--- src/rtl/buffered_uart_rx_if.sv ---
`default_nettype none
// ============================================================================
// Module      : buffered_uart_rx_if
// Description : Serial line, FIFO read port and error-flag bundle for the
//               buffered UART receiver.
//               slave  - receiver side (samples uart_rx, presents FIFO head)
//               master - surrounding logic (drives line, pops bytes)
// Signals     : uart_rx   serial input, idle high
//               rd_en     pop request
//               clear_err clears the sticky error flags
//               data_out  FIFO head byte (first-word fall-through)
//               empty     FIFO holds no bytes
//               full      FIFO holds 2^DEPTH_LOG2 bytes
//               count     number of stored bytes
//               frame_err sticky: stop bit sampled low
//               overrun   sticky: byte dropped, FIFO full
// Revision    : 1.0 - initial release
// ============================================================================
interface buffered_uart_rx_if #(
    parameter int DEPTH_LOG2 = 4
);
    logic                  uart_rx;
    logic                  rd_en;
    logic                  clear_err;
    logic [7:0]            data_out;
    logic                  empty;
    logic                  full;
    logic [DEPTH_LOG2:0]   count;
    logic                  frame_err;
    logic                  overrun;

    modport slave (
        input  uart_rx,
        input  rd_en,
        input  clear_err,
        output data_out,
        output empty,
        output full,
        output count,
        output frame_err,
        output overrun
    );

    modport master (
        output uart_rx,
        output rd_en,
        output clear_err,
        input  data_out,
        input  empty,
        input  full,
        input  count,
        input  frame_err,
        input  overrun
    );
endinterface
`default_nettype wire

--- src/rtl/buffered_uart_rx.sv ---
`default_nettype none
// ============================================================================
// Module      : buffered_uart_rx
// Description : 8N1 UART receiver with synchronizer, deframing FSM and a
//               2^DEPTH_LOG2-byte first-word-fall-through FIFO. Framing and
//               overrun errors are held in sticky flags until clear_err.
// Ports       : clk  - system clock, rising edge
//               rst  - synchronous reset, active low
//               bus  - buffered_uart_rx_if.slave (line, FIFO read, flags)
// Parameters  : CLK_HZ, BAUD (CLKS_PER_BIT = CLK_HZ/BAUD), DEPTH_LOG2
// Revision    : 1.0 - initial release
// ============================================================================
module buffered_uart_rx #(
    parameter int CLK_HZ     = 48000000,
    parameter int BAUD       = 115200,
    parameter int DEPTH_LOG2 = 4
) (
    input  wire logic           clk,
    input  wire logic           rst,
    buffered_uart_rx_if.slave   bus
);

    localparam int CLKS_PER_BIT = CLK_HZ / BAUD;
    localparam int HALF_BIT     = CLKS_PER_BIT / 2;
    localparam int TW           = (CLKS_PER_BIT > 2) ? $clog2(CLKS_PER_BIT) : 1;
    localparam int DEPTH        = 1 << DEPTH_LOG2;
    localparam int PW           = DEPTH_LOG2 + 1;

    localparam logic [TW-1:0] TIMER_LAST = TW'(CLKS_PER_BIT - 1);
    localparam logic [TW-1:0] TIMER_HALF = TW'(HALF_BIT - 1);

    typedef enum logic [2:0] {
        S_IDLE      = 3'd0,
        S_START     = 3'd1,
        S_DATA      = 3'd2,
        S_STOP      = 3'd3,
        S_WAIT_HIGH = 3'd4
    } state_t;

    // ------------------------------------------------------------------
    // Registers
    // ------------------------------------------------------------------
    logic          sync1_q, sync1_d;
    logic          sync2_q, sync2_d;
    state_t        state_q, state_d;
    logic [TW-1:0] timer_q, timer_d;
    logic [2:0]    bit_idx_q, bit_idx_d;
    logic [7:0]    shift_q, shift_d;
    logic [PW-1:0] wr_ptr_q, wr_ptr_d;
    logic [PW-1:0] rd_ptr_q, rd_ptr_d;
    logic          frame_err_q, frame_err_d;
    logic          overrun_q, overrun_d;
    logic [7:0]    mem_q [DEPTH];

    // FSM strobes
    logic          push_req;
    logic          stop_bad;

    // FIFO control
    logic          empty_w;
    logic          full_w;
    logic          do_pop;
    logic          do_push;
    logic          ov_set;

    // ------------------------------------------------------------------
    // Synchronizer and deframing FSM
    // ------------------------------------------------------------------
    always_comb begin
        sync1_d   = bus.uart_rx;
        sync2_d   = sync1_q;
        state_d   = state_q;
        timer_d   = timer_q;
        bit_idx_d = bit_idx_q;
        shift_d   = shift_q;
        push_req  = 1'b0;
        stop_bad  = 1'b0;

        case (state_q)
            S_IDLE: begin
                if (!sync2_q) begin
                    state_d = S_START;
                    timer_d = '0;
                end
            end

            S_START: begin
                // Mid-start-bit recheck rejects short glitches on the line.
                if (timer_q == TIMER_HALF) begin
                    timer_d = '0;
                    if (!sync2_q) begin
                        state_d   = S_DATA;
                        bit_idx_d = 3'd0;
                    end else begin
                        state_d = S_IDLE;
                    end
                end else begin
                    timer_d = timer_q + 1'b1;
                end
            end

            S_DATA: begin
                if (timer_q == TIMER_LAST) begin
                    timer_d = '0;
                    shift_d = {sync2_q, shift_q[7:1]};  // LSB arrives first
                    if (bit_idx_q == 3'd7) begin
                        state_d = S_STOP;
                    end else begin
                        bit_idx_d = bit_idx_q + 1'b1;
                    end
                end else begin
                    timer_d = timer_q + 1'b1;
                end
            end

            S_STOP: begin
                if (timer_q == TIMER_LAST) begin
                    timer_d = '0;
                    if (sync2_q) begin
                        push_req = 1'b1;
                        state_d  = S_IDLE;
                    end else begin
                        stop_bad = 1'b1;
                        state_d  = S_WAIT_HIGH;
                    end
                end else begin
                    timer_d = timer_q + 1'b1;
                end
            end

            S_WAIT_HIGH: begin
                // A held-low line (break) yields a single frame error.
                if (sync2_q) begin
                    state_d = S_IDLE;
                end
            end

            default: begin
                state_d = S_IDLE;
                timer_d = '0;
            end
        endcase
    end

    // ------------------------------------------------------------------
    // FIFO pointers and sticky flags
    // ------------------------------------------------------------------
    assign empty_w = (wr_ptr_q == rd_ptr_q);
    assign full_w  = (wr_ptr_q[PW-1] != rd_ptr_q[PW-1]) &&
                     (wr_ptr_q[PW-2:0] == rd_ptr_q[PW-2:0]);

    always_comb begin
        do_pop      = bus.rd_en && !empty_w;
        // A simultaneous pop frees the slot, so a full FIFO can still accept.
        do_push     = push_req && (!full_w || do_pop);
        ov_set      = push_req && full_w && !do_pop;
        wr_ptr_d    = wr_ptr_q + PW'(do_push);
        rd_ptr_d    = rd_ptr_q + PW'(do_pop);
        // Set has priority over clear in the same cycle.
        frame_err_d = stop_bad ? 1'b1 : (bus.clear_err ? 1'b0 : frame_err_q);
        overrun_d   = ov_set   ? 1'b1 : (bus.clear_err ? 1'b0 : overrun_q);
    end

    always_ff @(posedge clk) begin
        if (!rst) begin
            sync1_q     <= 1'b1;
            sync2_q     <= 1'b1;
            state_q     <= S_IDLE;
            timer_q     <= '0;
            bit_idx_q   <= '0;
            shift_q     <= '0;
            wr_ptr_q    <= '0;
            rd_ptr_q    <= '0;
            frame_err_q <= 1'b0;
            overrun_q   <= 1'b0;
        end else begin
            sync1_q     <= sync1_d;
            sync2_q     <= sync2_d;
            state_q     <= state_d;
            timer_q     <= timer_d;
            bit_idx_q   <= bit_idx_d;
            shift_q     <= shift_d;
            wr_ptr_q    <= wr_ptr_d;
            rd_ptr_q    <= rd_ptr_d;
            frame_err_q <= frame_err_d;
            overrun_q   <= overrun_d;
        end
    end

    // Storage array carries no reset; contents are only visible when !empty.
    always_ff @(posedge clk) begin
        if (rst && do_push) begin
            mem_q[wr_ptr_q[PW-2:0]] <= shift_q;
        end
    end

    // ------------------------------------------------------------------
    // Outputs
    // ------------------------------------------------------------------
    assign bus.data_out  = mem_q[rd_ptr_q[PW-2:0]];
    assign bus.empty     = empty_w;
    assign bus.full      = full_w;
    assign bus.count     = wr_ptr_q - rd_ptr_q;
    assign bus.frame_err = frame_err_q;
    assign bus.overrun   = overrun_q;

endmodule
`default_nettype wire

--- src/flat_wrapper.sv ---
// flat-port wrapper written by rule: the top's interface ports become plain ports
module buffered_uart_rx_flat 
#(
    parameter int CLK_HZ     = 48000000,
    parameter int BAUD       = 115200,
    parameter int DEPTH_LOG2 = 4
)
  (clk, rst, bus_uart_rx, bus_rd_en, bus_clear_err, bus_data_out, bus_empty, bus_full, bus_count, bus_frame_err, bus_overrun);
  buffered_uart_rx_if #(.DEPTH_LOG2(DEPTH_LOG2)) bus_i ();
  input  wire logic clk;
  input  wire logic rst;
  input wire logic [$bits(bus_i.uart_rx)-1:0] bus_uart_rx;
  input wire logic [$bits(bus_i.rd_en)-1:0] bus_rd_en;
  input wire logic [$bits(bus_i.clear_err)-1:0] bus_clear_err;
  output wire logic [$bits(bus_i.data_out)-1:0] bus_data_out;
  output wire logic [$bits(bus_i.empty)-1:0] bus_empty;
  output wire logic [$bits(bus_i.full)-1:0] bus_full;
  output wire logic [$bits(bus_i.count)-1:0] bus_count;
  output wire logic [$bits(bus_i.frame_err)-1:0] bus_frame_err;
  output wire logic [$bits(bus_i.overrun)-1:0] bus_overrun;
  assign bus_i.uart_rx = bus_uart_rx;
  assign bus_i.rd_en = bus_rd_en;
  assign bus_i.clear_err = bus_clear_err;
  assign bus_data_out = bus_i.data_out;
  assign bus_empty = bus_i.empty;
  assign bus_full = bus_i.full;
  assign bus_count = bus_i.count;
  assign bus_frame_err = bus_i.frame_err;
  assign bus_overrun = bus_i.overrun;
  buffered_uart_rx #(.CLK_HZ(CLK_HZ), .BAUD(BAUD), .DEPTH_LOG2(DEPTH_LOG2)) u_core (.clk(clk), .rst(rst), .bus(bus_i));
endmodule
--- config.mk ---
export PLATFORM = sky130hd
export DESIGN_NAME = buffered_uart_rx_flat
export DESIGN_NICKNAME = d
export VERILOG_FILES = /design/src/rtl/buffered_uart_rx_if.sv /design/src/rtl/buffered_uart_rx.sv /design/src/flat_wrapper.sv
export SDC_FILE = /design/constraint.sdc
export NUM_CORES = 1
export LEC_CHECK = 0
export ABC_AREA = 0
export CAP_MARGIN = 20
export CORE_ASPECT_RATIO = 1.75
export CORE_MARGIN = 4
export CORE_UTILIZATION = 55
export DETAILED_ROUTE_END_ITERATION = 16
export PLACE_DENSITY = 0.81
export SLEW_MARGIN = 5
export SYNTH_ARGS = -nofsm -noshare
export SYNTH_HDL_FRONTEND = slang
export SYNTH_SLANG_ARGS = --single-unit
--- constraint.sdc ---
create_clock -name clk -period 2.65 [get_ports clk]
set_input_delay 0.265 -clock clk [delete_from_list [all_inputs] [get_ports clk]]
set_output_delay 0.265 -clock clk [all_outputs]
set_load 0.01 [all_outputs]
* Yosys cells after proc, flatten, opt, wreduce, memory -nomap -nowiden
Memory sizes are Yosys's and may differ from the RTL's. A register that Yosys moved wholly into a read port is not among the register bits.
Index checks and enable logic that the tools add are counted.
** Operators by class
- Add/subtract/negate cells :: 5
- Equality and inequality tests :: 18
- Mux-type cells :: 30
- Bitwise gates (word level) :: 1
- Reductions and logical operators :: 19
** Operators with widths (number)
- one-hot mux 9 bit (4 select lines) :: 1
- two-way mux 3 bit :: 11
- two-way mux 9 bit :: 3
- one-hot mux 3 bit (5 select lines) :: 1
- two-way mux 1 bit :: 11
- adder 5 x 1 -> 5 bit :: 2
- != test 2 x 1 -> 1 bit, second input constant :: 5
- adder 9 x 1 -> 9 bit, second input constant :: 1
- equality test 9 x 8 -> 1 bit, second input constant :: 1
- equality test 9 bit, second input constant :: 1
- equality test 3 x 2 -> 1 bit, second input constant :: 2
- equality test 3 bit, second input constant :: 2
- logical AND 1 bit :: 6
- != test 2 bit, second input constant :: 3
- one-hot mux 3 bit (2 select lines) :: 1
- AND reduction 6 bit :: 1
- nonzero test 2 bit :: 3
- equality test 5 bit :: 1
- AND reduction 5 bit :: 1
- subtractor 5 bit :: 1
- equality test 4 bit :: 1
- two-way mux 4 bit :: 1
- AND reduction 2 bit :: 2
- adder 3 x 1 -> 3 bit, second input constant :: 1
- 8 further kinds :: 10
** Word-level totals
- Register bits :: 37
- RAM bits :: 128
- Input bits :: 5
- Output and inout bits :: 17
- Logic and storage cells :: 84
- Memories kept :: 1
** Memories
- u_core.mem_q :: depth 16, bits a word 8, rd ports 1, clocked after memory_dff 1, wr ports 1, line buffered_uart_rx.sv:53 : logic [7:0] mem_q [DEPTH];

* Longest topological paths before layout
Gate-level depths: netlist (run 1).
- Depth in word-level cells :: 8
- Depth in mapped cells :: 13
- Mapped depth without buffers :: 10

* Worst setup path before layout (run 1)
No wires, ideal clock.
- Path type :: reg2reg
- Start :: register u_core.rd_ptr_q[1]
- End :: memory u_core.mem_q[1][0] (enable)
- Setup time :: 383 ps
- Data arrival time :: 2490 ps
- Required time :: 2267 ps
- Setup slack :: -223 ps
- Stages on the path, launching flop included :: 10
- Path buffers :: 3
- Clock period less this slack :: 2873 ps
- Cells stage by stage :: dfxtp_1 -> clkbuf_1 -> clkbuf_1 -> inv_1 -> ha_1 -> nand4_1 -> or3_1 -> clkbuf_1 -> nand4_1 -> nor3_1
** Between the ends
- Longest elaborated chain between the ends :: 8
- Elaborated cells between the ends (all ways) :: 11
- Those cells by class :: eq/ne: 2; mux: 2; reduce/logical: 7
** Ends and longest elaborated chain
- start: declaration :: line buffered_uart_rx.sv:50 : logic [PW-1:0] rd_ptr_q, rd_ptr_d;
- start signal: assignment :: line buffered_uart_rx.sv:184 : rd_ptr_q <= rd_ptr_d;
- equality test 5 bit or equality test 4 bit (tied branches) :: line buffered_uart_rx.sv:148, buffered_uart_rx.sv:150
- logical NOT 1 bit or logical AND 1 bit (tied branches) :: line buffered_uart_rx.sv:153, buffered_uart_rx.sv:149
- logical AND 1 bit or logical NOT 1 bit (tied branches) :: line buffered_uart_rx.sv:153, buffered_uart_rx.sv:155
- logical OR 1 bit (*) :: line buffered_uart_rx.sv:155 : do_push = push_req && (!full_w || do_pop);
- logical AND 1 bit (*) :: line buffered_uart_rx.sv:155
- logical AND 1 bit (*) :: line buffered_uart_rx.sv:192 : if (rst && do_push) begin
- two-way mux 1 bit (*) :: line buffered_uart_rx.sv:192
- two-way mux 1 bit (implied by the code) (*) :: line buffered_uart_rx.sv:193 : mem_q[wr_ptr_q[PW-2:0]] <= shift_q;
- end: declaration :: line buffered_uart_rx.sv:53
Every way passes the cells marked *; elsewhere a longest branch is shown, timed or not.

==> metrics, run 1 <==
largest family of logic cells by synthesized area=multiplexers; wire per inst=22.5 µm; DRC Markers=0; Total GRT Usage=22.3%; die area=14700 µm²; final hold vios=0; chip width=93.4 µm; post-synthesis adder-cell area fraction=2.25%; Max Slew Vio Count=0; NumNets Final=499; CP Data Arrival Time=2.36 ns; Avg Synthesized Cell Area=16.3 µm²; Seq/Total Area, Yosys=65.3%; antenna diode count=0; Synth Warn #=0; RD Place Congestion=0.835; Synth Area in XOR/XNOR=1.50%; Fin Setup TNS=0 ns; Vias/cell=5.87; final setup fails=0; cts bufs inserted=17; CP Capture Type=output port; vias in the first global route=4229; initial drt markers=312; internal power=4.30 mW; root buf cell=clkbuf_16; TritonCTS clock tree=built; Worst Hold Class=reg2reg; Post-Synthesis Net Count=447; Comb pwr share=0.9%; Clock Path Buffers=2; met3 wire length=489 µm; Slew @ Worst Pin=1.10 ns; Clk pin slew, worst setup/hold paths=0.07 ns; Final Cycle Share=99.0%; Post-synth EDFFs=128; initial antenna violation count=0; worst endpoint required time=2.38 ns; DIE HEIGHT=157 µm; area grow syn2layout=17.3%; Compound-Gate Fraction of Synth Area=3.87%; DP HPWL=9370 µm; largest net degree at the start of global routing=36; wire length on met2=8740 µm; Antenna Violating Nets Remaining=0; DR pass1 iterations=7; DR vias=3892; worst-skew pair later-pin latency=0.42 ns; post-synthesis simple-gate area fraction=8.98%; FF+latch count, synth=165; clk sinks=165; top layer in use=met4; max cap viols=0; RSZ-0062 raised after global routing=yes; proportion of synthesized area in mux cells=15.3%; switching share of power=20.4%; status=finished clean; skew final=0.00853 ns; Syn Inst Count=430; Congestion Overflow GR=0; CTS H-Tree Depth=4; Pleak=2.81 nW; starting density of the core=56.2%; wire length after detailed routing=14900 µm; first-pass GRT wire length=23700 µm; Switch Pwr=1.10 mW; Crit Path Class=reg2out; most used flip-flop cell after synthesis=edfxtp_1; fmax=0.381 GHz; post-layout minimum cycle time=2.62 ns; num ports=22; WL met1=5270 µm; CP startpoint kind=register; sequential share of power=51.0%; Pwr per Cell Area=656 nW/µm²; max_slew headroom=26.6%; Clock Power Share=48.1%; maximum VDD drop=0.504 mV; CP Max Fanout=6; Cell Area, Synth=7020 µm²; Core Area=12500 µm²; total chip power=5.40 mW; Unique masters post-synth=53; # port buffers=21; Cell Rows=54; ys async rst share=0%; share of post-route cells with drive strength above 1=23.0%; hold slack=0.397 ns
==> synthesized netlist by cell type, types with 5 or more instances <==
| cell type | n | area share [%] |
|---|---|---|
| ha_1 | 11 | 2.0 |
| nand2_1 | 26 | 1.4 |
| nor2_1 | 18 | 0.96 |
| mux4_1 | 24 | 9.0 |
| nor2b_1 | 17 | 1.5 |
| mux2i_1 | 8 | 1.1 |
| clkbuf_1 | 15 | 0.80 |
| and2_1 | 12 | 1.1 |
| edfxtp_1 | 128 | 55 |
| nor3_1 | 7 | 0.50 |
| xnor2_1 | 9 | 1.1 |
| dfxtp_1 | 37 | 11 |
| buf_2 | 6 | 0.43 |
| inv_1 | 13 | 0.70 |
| o221ai_1 | 5 | 0.62 |
| nand3_1 | 11 | 0.78 |
| o21ai_0 | 5 | 0.36 |
| mux4_2 | 16 | 5.1 |
==> state kept, by name (all words and copies together), names as in the netlist <==
register	count
u_core.state_q	3
u_core.bus.frame_err	1
u_core.shift_q	8
u_core.sync1_q	1
u_core.sync2_q	1
u_core.rd_ptr_q	5
u_core.mem_q	128
u_core.wr_ptr_q	5
u_core.bus.overrun	1
u_core.bit_idx_q	3
u_core.timer_q	9
==> worst max-delay path: stages, from the launching register on <==
cell     delay (ns)
dfxtp_4        0.42
buf_12         0.14
buf_6          0.10
buf_6          0.11
mux4_2         0.52
mux4_2         0.50
buf_6          0.14
==> path summary, 6_finish.rpt <==
check | cells past startpoint | startpoint | endpoint | slack, ns
worst max-delay path | 6 | u_core.rd_ptr_q[0] | bus_data_out[0] | 0.03
worst min-delay path | 1 | u_core.sync1_q | u_core.sync2_q | 0.40
worst max register to register | 6 | u_core.rd_ptr_q[3] | u_core.mem_q[8][1] | 0.04
worst min register to register | 1 | u_core.sync1_q | u_core.sync2_q | 0.40
==> area by class of cell <==
type | count | area, µm²
Sequential cell | 165 | 4590
Fill cell | 837 | 4260
Multi-Input combinational cell | 226 | 2220
Timing Repair Buffer | 58 | 533
Clock buffer | 17 | 425
Tap cell | 168 | 210
Clock inverter | 15 | 208
Inverter | 14 | 52.6
==> logic make-up (layout without fill, tap and decap cells) <==
family / after synthesis / after routing
adders and majority gates: 12 / 12
AOI/OAI and AO/OA: 36 / 36
buffers and inverters: 39 / 104
muxes: 48 / 48
and+or+nand+nor: 118 / 118
xor gates and xnor gates: 12 / 12
DFF: 165 / 165
==> placed cells by master (no fill, tap or decap), types with 4 or more instances in the layout <==
cell type        instances
inv_6                    6
and2_1                  12
clkdlybuf4s50_1         12
nor2b_1                 17
inv_1                   13
dfxtp_1                 36
mux4_2                  28
clkbuf_16               17
nand3_1                 11
nor2_1                  17
ha_1                    11
mux4_1                  12
xnor2_1                  9
nor3_2                   5
buf_4                   31
mux2i_1                  8
o21ai_0                  5
buf_6                    4
buf_2                    4
o221ai_1                 5
nand2_1                 26
edfxtp_1               128
==> routing by layer <==
layer,GRT usage (%),vias to the layer above
met4,9.64,0
met5,0,-
li1,-,1777
met3,3.87,25
met2,41.6,105
met1,24.5,1985
==> repair_timing <==
action / CTS / global route
gates resized for setup: 40 / 11
setup buffers: 12 / 0
setup endpoints to repair: 9 / 12
cloned: 1 / 0
hold buffers: 0 / 0
==> power by group through the flow <==
| stage | Clock [mW] | Sequential [mW] | Combinational, mW |
|---|---|---|---|
| final | 2.60 | 2.75 | 0.0474 |
| after global routing | 2.75 | 2.75 | 0.0534 |
| after CTS | 2.62 | 2.75 | 0.0476 |
| after detailed placement | 0 | 2.81 | 0.0474 |
| after global placement | 0 | 2.81 | 0.0457 |
| after floorplan | 0 | 2.81 | 0.0305 |
==> through the flow <==
| step | utilization [%] | std cells | setup slack (ns) | cell area (µm²) |
|---|---|---|---|---|
| after global placement | 60.1 | 618 | 0.187 | 7510 |
| after global routing | 65.9 | 663 | -0.0492 | 8240 |
| after CTS | 66.0 | 663 | 0.0141 | 8250 |
| after floorplan | - | 430 | 0.00765 | 7040 |
| after detailed placement | 60.1 | 618 | 0.0550 | 7510 |
| final | 65.9 | 663 | 0.0268 | 8240 |
No activity file was read; power rests on OpenSTA's default activity.
==> inputs of run 2 (changes only) <==
--- a/config.mk
+++ b/config.mk
@@ -11,7 +11,9 @@
 export CORE_MARGIN = 4
 export CORE_UTILIZATION = 55
 export DETAILED_ROUTE_END_ITERATION = 16
+export GPL_ROUTABILITY_DRIVEN = 0
 export PLACE_DENSITY = 0.81
+export SETUP_SLACK_MARGIN = 0.15
 export SLEW_MARGIN = 5
 export SYNTH_ARGS = -nofsm -noshare
 export SYNTH_HDL_FRONTEND = slang
==> run 2 against run 1 <==
Clock skew grew 0.0014 ns. Sequential cell count is the same. First-iteration DRC count rose by 1.9%. Largest power group unchanged. Global-route usage shrank 0.51 points. Power shrank 3.7%. Setup slack improved by 0.11 ns.
==> metrics, run 2 (same netlist as run 1, synthesis figures left out) <==
Congestion Overflow GR=0; NumNets Final=503; Post-Route Utilization=66.2%; Vias/cell=5.90; initial antenna violation count=0; Comb pwr share=1.0%; status=finished clean; initial drt markers=318; clk sinks=165; wire length after detailed routing=14800 µm; reg-to-reg critical path startpoint=u_core.rd_ptr_q[3]; RSZ-0062 raised after global routing=yes; DP HPWL=9400 µm; Cell Rows=54; Final Cycle Share=94.9%; Worst Hold Class=reg2reg; CTS H-Tree Depth=4; wire per inst=22.1 µm; worst-skew pair later-pin latency=0.42 ns; final setup fails=0; switching share of power=21.0%; DIE HEIGHT=157 µm; num ports=22; Crit Path Class=reg2out; register area=4590 µm²; max_slew headroom=56.6%; skew final=0.00997 ns; commonest non-fill, non-tap cells in the layout=edfxtp_1 (128), mux4_2 (37), dfxtp_1 (34); CP Data Arrival Time=2.25 ns; sequential share of power=52.9%; chip width=93.4 µm; CP startpoint=u_core.rd_ptr_q[0]; CP Max Fanout=8; CP startpoint kind=register; Max Slew Vio Count=0; worst endpoint required time=2.38 ns; # port buffers=21; FILL cells=802; Final WS setup=0.136 ns; final hold vios=0; Pwr per Cell Area=628 nW/µm²; DRC Markers=0; Hold Buf Count CTS=0; largest net degree at the start of global routing=36; root buf cell=clkbuf_16; fmax=0.398 GHz; maximum VDD drop=0.566 mV; Clock Power Share=46.1%; share of post-route cells with drive strength above 1=28.1%; Fin Setup TNS=0 ns; cts bufs inserted=17; Clk pin slew, worst setup/hold paths=0.07 ns; starting density of the core=56.2%; commonest non-fill, non-tap cell in the layout=edfxtp_1; Pleak=2.82 nW; first-pass GRT wire length=23400 µm; vias in the first global route=4104; post-layout minimum cycle time=2.51 ns; Core Area=12500 µm²; TritonCTS clock tree=built; Antenna Violating Nets Remaining=0; Slew @ Worst Pin=0.651 ns; hold_sp=u_core.sync1_q; DR pass1 iterations=5; max cap viols=0; area of the multi-input gates=2210 µm²; max reg flops=128; internal power=4.11 mW; die area=14700 µm²; CP Capture Type=output port; antenna diode count=0; Clock Path Buffers=2; DR vias=3932; Placement Setup Slack=0.190 ns; Total GRT Usage=21.8%; Switch Pwr=1.09 mW; area grow syn2layout=17.9%
==> run 2: final timing paths <==
check                       endpoint  slack [ns]  cells after the start
setup / recovery     bus_data_out[6]        0.14                      5
hold / removal        u_core.sync2_q        0.41                      1
setup reg to reg  u_core.wr_ptr_q[4]        0.27                     10
hold reg to reg       u_core.sync2_q        0.41                      1
==> run 2: area by class of cell <==
cell class                 instances  area share [%]
multi-input combinational        226            26.7
tap                              168            2.54
sequential                       165            55.5
timing repair buffer              62            7.50
clock buffer                      17            5.14
clock inverter                    15            2.00
inverter                          14           0.635
==> run 2: metrics by stage <==
| stage | area, µm² | std cells | hold WS (ns) | power (mW) |
|---|---|---|---|---|
| final | 8280 | 667 | 0.406 | 5.20 |
| after CTS | 8240 | 663 | 0.397 | 5.22 |
| after detailed placement | 7580 | 625 | 0.394 | 2.86 |
| after floorplan | 7060 | 430 | 0.366 | 2.84 |
| after global placement | 7580 | 625 | 0.390 | 2.86 |
| after global routing | 8280 | 667 | 0.404 | 5.37 |
==> run 2: worst max-delay path, stage by stage (launching register included) <==
cell	delay [ns]
dfxtp_4	0.39
buf_12	0.13
buf_16	0.14
mux4_2	0.51
mux4_2	0.51
buf_6	0.14
==> run 2: metal layers <==
metal	vias to the layer above	track usage (%)	wire length (µm)
met5	-	0	0
met4	0	6.99	225
met3	22	4.26	608
met2	150	41.1	8660
met1	1981	24.4	5270
li1	1779	-	-
==> run 2: repair_timing <==
item                       in CTS  in global routing
gates cloned                    3                  0
resized for setup              55                 24
buffers inserted                3                  4
pin swaps                       0                  0
setup endpoints to repair      10                 85
==> run 2: power by group through the flow <==
stage               clock (mW)  sequential [mW]  combinational, mW
floorplan                    0             2.81             0.0305
global placement             0             2.81             0.0475
detailed placement           0             2.81             0.0502
CTS                       2.41             2.75             0.0502
global route              2.56             2.75             0.0553
finish                    2.40             2.75             0.0507
==> inputs of run 3 (changes only) <==
--- a/config.mk
+++ b/config.mk
@@ -13,6 +13,7 @@
 export DETAILED_ROUTE_END_ITERATION = 16
 export GPL_ROUTABILITY_DRIVEN = 0
 export PLACE_DENSITY = 0.81
+export RECOVER_POWER = 100
 export SETUP_SLACK_MARGIN = 0.15
 export SLEW_MARGIN = 5
 export SYNTH_ARGS = -nofsm -noshare
==> run 3 against run 2 <==
Sequential power hardly changed. Global-route usage stayed put. Die area stayed put. Final area is 1.5% lower. Via count is 0.48% lower. Critical path depth stayed put. Utilization is 0.96 points lower. First-iteration DRC count is 4.4% lower. Sequential cell count stayed put. Sequential share of layout area is 0.80 points higher. Largest power group unchanged. Highest routed layer unchanged.
==> metrics, run 3 (same netlist as run 1, synthesis figures left out) <==
CP Max Fanout=8; Fin Setup TNS=0 ns; die area=14700 µm²; status=finished clean; Pleak=2.76 nW; max reg flops=128; Comb pwr share=0.9%; fmax=0.395 GHz; initial antenna violation count=0; root buf cell=clkbuf_16; post-layout minimum cycle time=2.53 ns; Clock Power Share=46.0%; final hold vios=0; DR pass1 iterations=5; commonest non-fill, non-tap cells in the layout=edfxtp_1 (128), mux4_2 (37), dfxtp_1 (35); hold slack=0.406 ns; Post-Route Utilization=65.3%; wire per inst=22.3 µm; maximum VDD drop=0.565 mV; CP startpoint kind=register; CP Capture Type=output port; CP Data Arrival Time=2.27 ns; DP HPWL=9400 µm; TritonCTS clock tree=built; chip width=93.4 µm; Congestion Overflow GR=0; antenna diode count=0; Final Cycle Share=95.5%; Cell Rows=54; initial drt markers=304; share of post-route cells with drive strength above 1=24.6%; Core Area=12500 µm²; slowest stage delay, CP=0.54 ns; Vias/cell=5.87; Pwr per Cell Area=636 nW/µm²; num ports=22; # port buffers=21; switching share of power=20.9%; total chip power=5.19 mW; Hold Buf Count CTS=0; skew final=0.00959 ns; wire length after detailed routing=14800 µm; final setup fails=0; slowest CP cell=mux4_2; CTS H-Tree Depth=4; max cap viols=0; Clock Path Buffers=2; sequential share of power=53.0%; vias in the first global route=4104; worst endpoint required time=2.38 ns; Clk pin slew, worst setup/hold paths=0.07 ns; internal power=4.11 mW; DR vias=3913; Switch Pwr=1.09 mW; cts bufs inserted=17; area grow syn2layout=16.2%; worst-skew pair later-pin latency=0.42 ns; first-pass GRT wire length=23400 µm; Total GRT Usage=21.8%; largest net degree at the start of global routing=36; max_slew headroom=29.3%; Antenna Violating Nets Remaining=0; Slew @ Worst Pin=1.06 ns; NumNets Final=503; crit path cell chain=buf_12 > buf_6 > mux4_2 > mux4_2 > buf_6; DRC Markers=0; starting density of the core=56.2%; Max Slew Vio Count=0; RSZ-0062 raised after global routing=yes; Crit Path Class=reg2out; clk sinks=165; commonest non-fill, non-tap cell in the layout=edfxtp_1; Worst Hold Class=reg2reg; DIE HEIGHT=157 µm
[run 3: layout make-up]
class                           instances  area [µm²]
Clock buffer                           17         425
Clock inverter                         15         165
Fill cell                             834        4340
Inverter                               14        52.6
Multi-Input combinational cell        226        2180
Sequential cell                       165        4590
Tap cell                              168         210
Timing Repair Buffer                   62         539
[run 3: what timing repair did]
action / in CTS / in global routing
cloned: 3 / 0
setup buffers: 3 / 4
setup endpoints to repair: 10 / 85
gates resized for setup: 55 / 24
pin swaps: 0 / 0
hold endpoints to repair: 0 / 0
[run 3: per-stage QoR]
step / setup WS (ns) / instance area [µm²] / cells
after floorplan: 0.198 / 7060 / 430
after global placement: 0.196 / 7580 / 625
after detailed placement: 0.190 / 7580 / 625
after CTS: 0.0272 / 8240 / 663
after global routing: 0.0292 / 8160 / 667
final: 0.118 / 8160 / 667
[run 3: power by group through the flow]
stage | logic, mW | clock network, mW | registers (mW)
after floorplan | 0.0305 | 0 | 2.81
after global placement | 0.0475 | 0 | 2.81
after detailed placement | 0.0502 | 0 | 2.81
after CTS | 0.0502 | 2.41 | 2.75
after global routing | 0.0534 | 2.56 | 2.75
final | 0.0489 | 2.39 | 2.75
[run 3: routing by layer]
layer | track usage (%) | share of wire [%]
met3 | 4.26 | 5.2
met4 | 6.99 | 1.3
met1 | 24.4 | 35
met2 | 41.1 | 59
met5 | 0 | 0
[run 3: path summary, 6_finish.rpt]
kind,from,to,slack [ns],depth (start not counted)
min reg2reg,u_core.sync1_q,u_core.sync2_q,0.41,1
max reg2reg,u_core.rd_ptr_q[3],u_core.mem_q[0][1],0.18,8
min,u_core.sync1_q,u_core.sync2_q,0.41,1
max,u_core.rd_ptr_q[0],bus_data_out[4],0.12,5
[run 3: worst max-delay path: cells and delay by family, from the launching register on]
family   cells  cell delay, ns
buf+inv      3            0.42
flops        1            0.39
mux          2            1.03
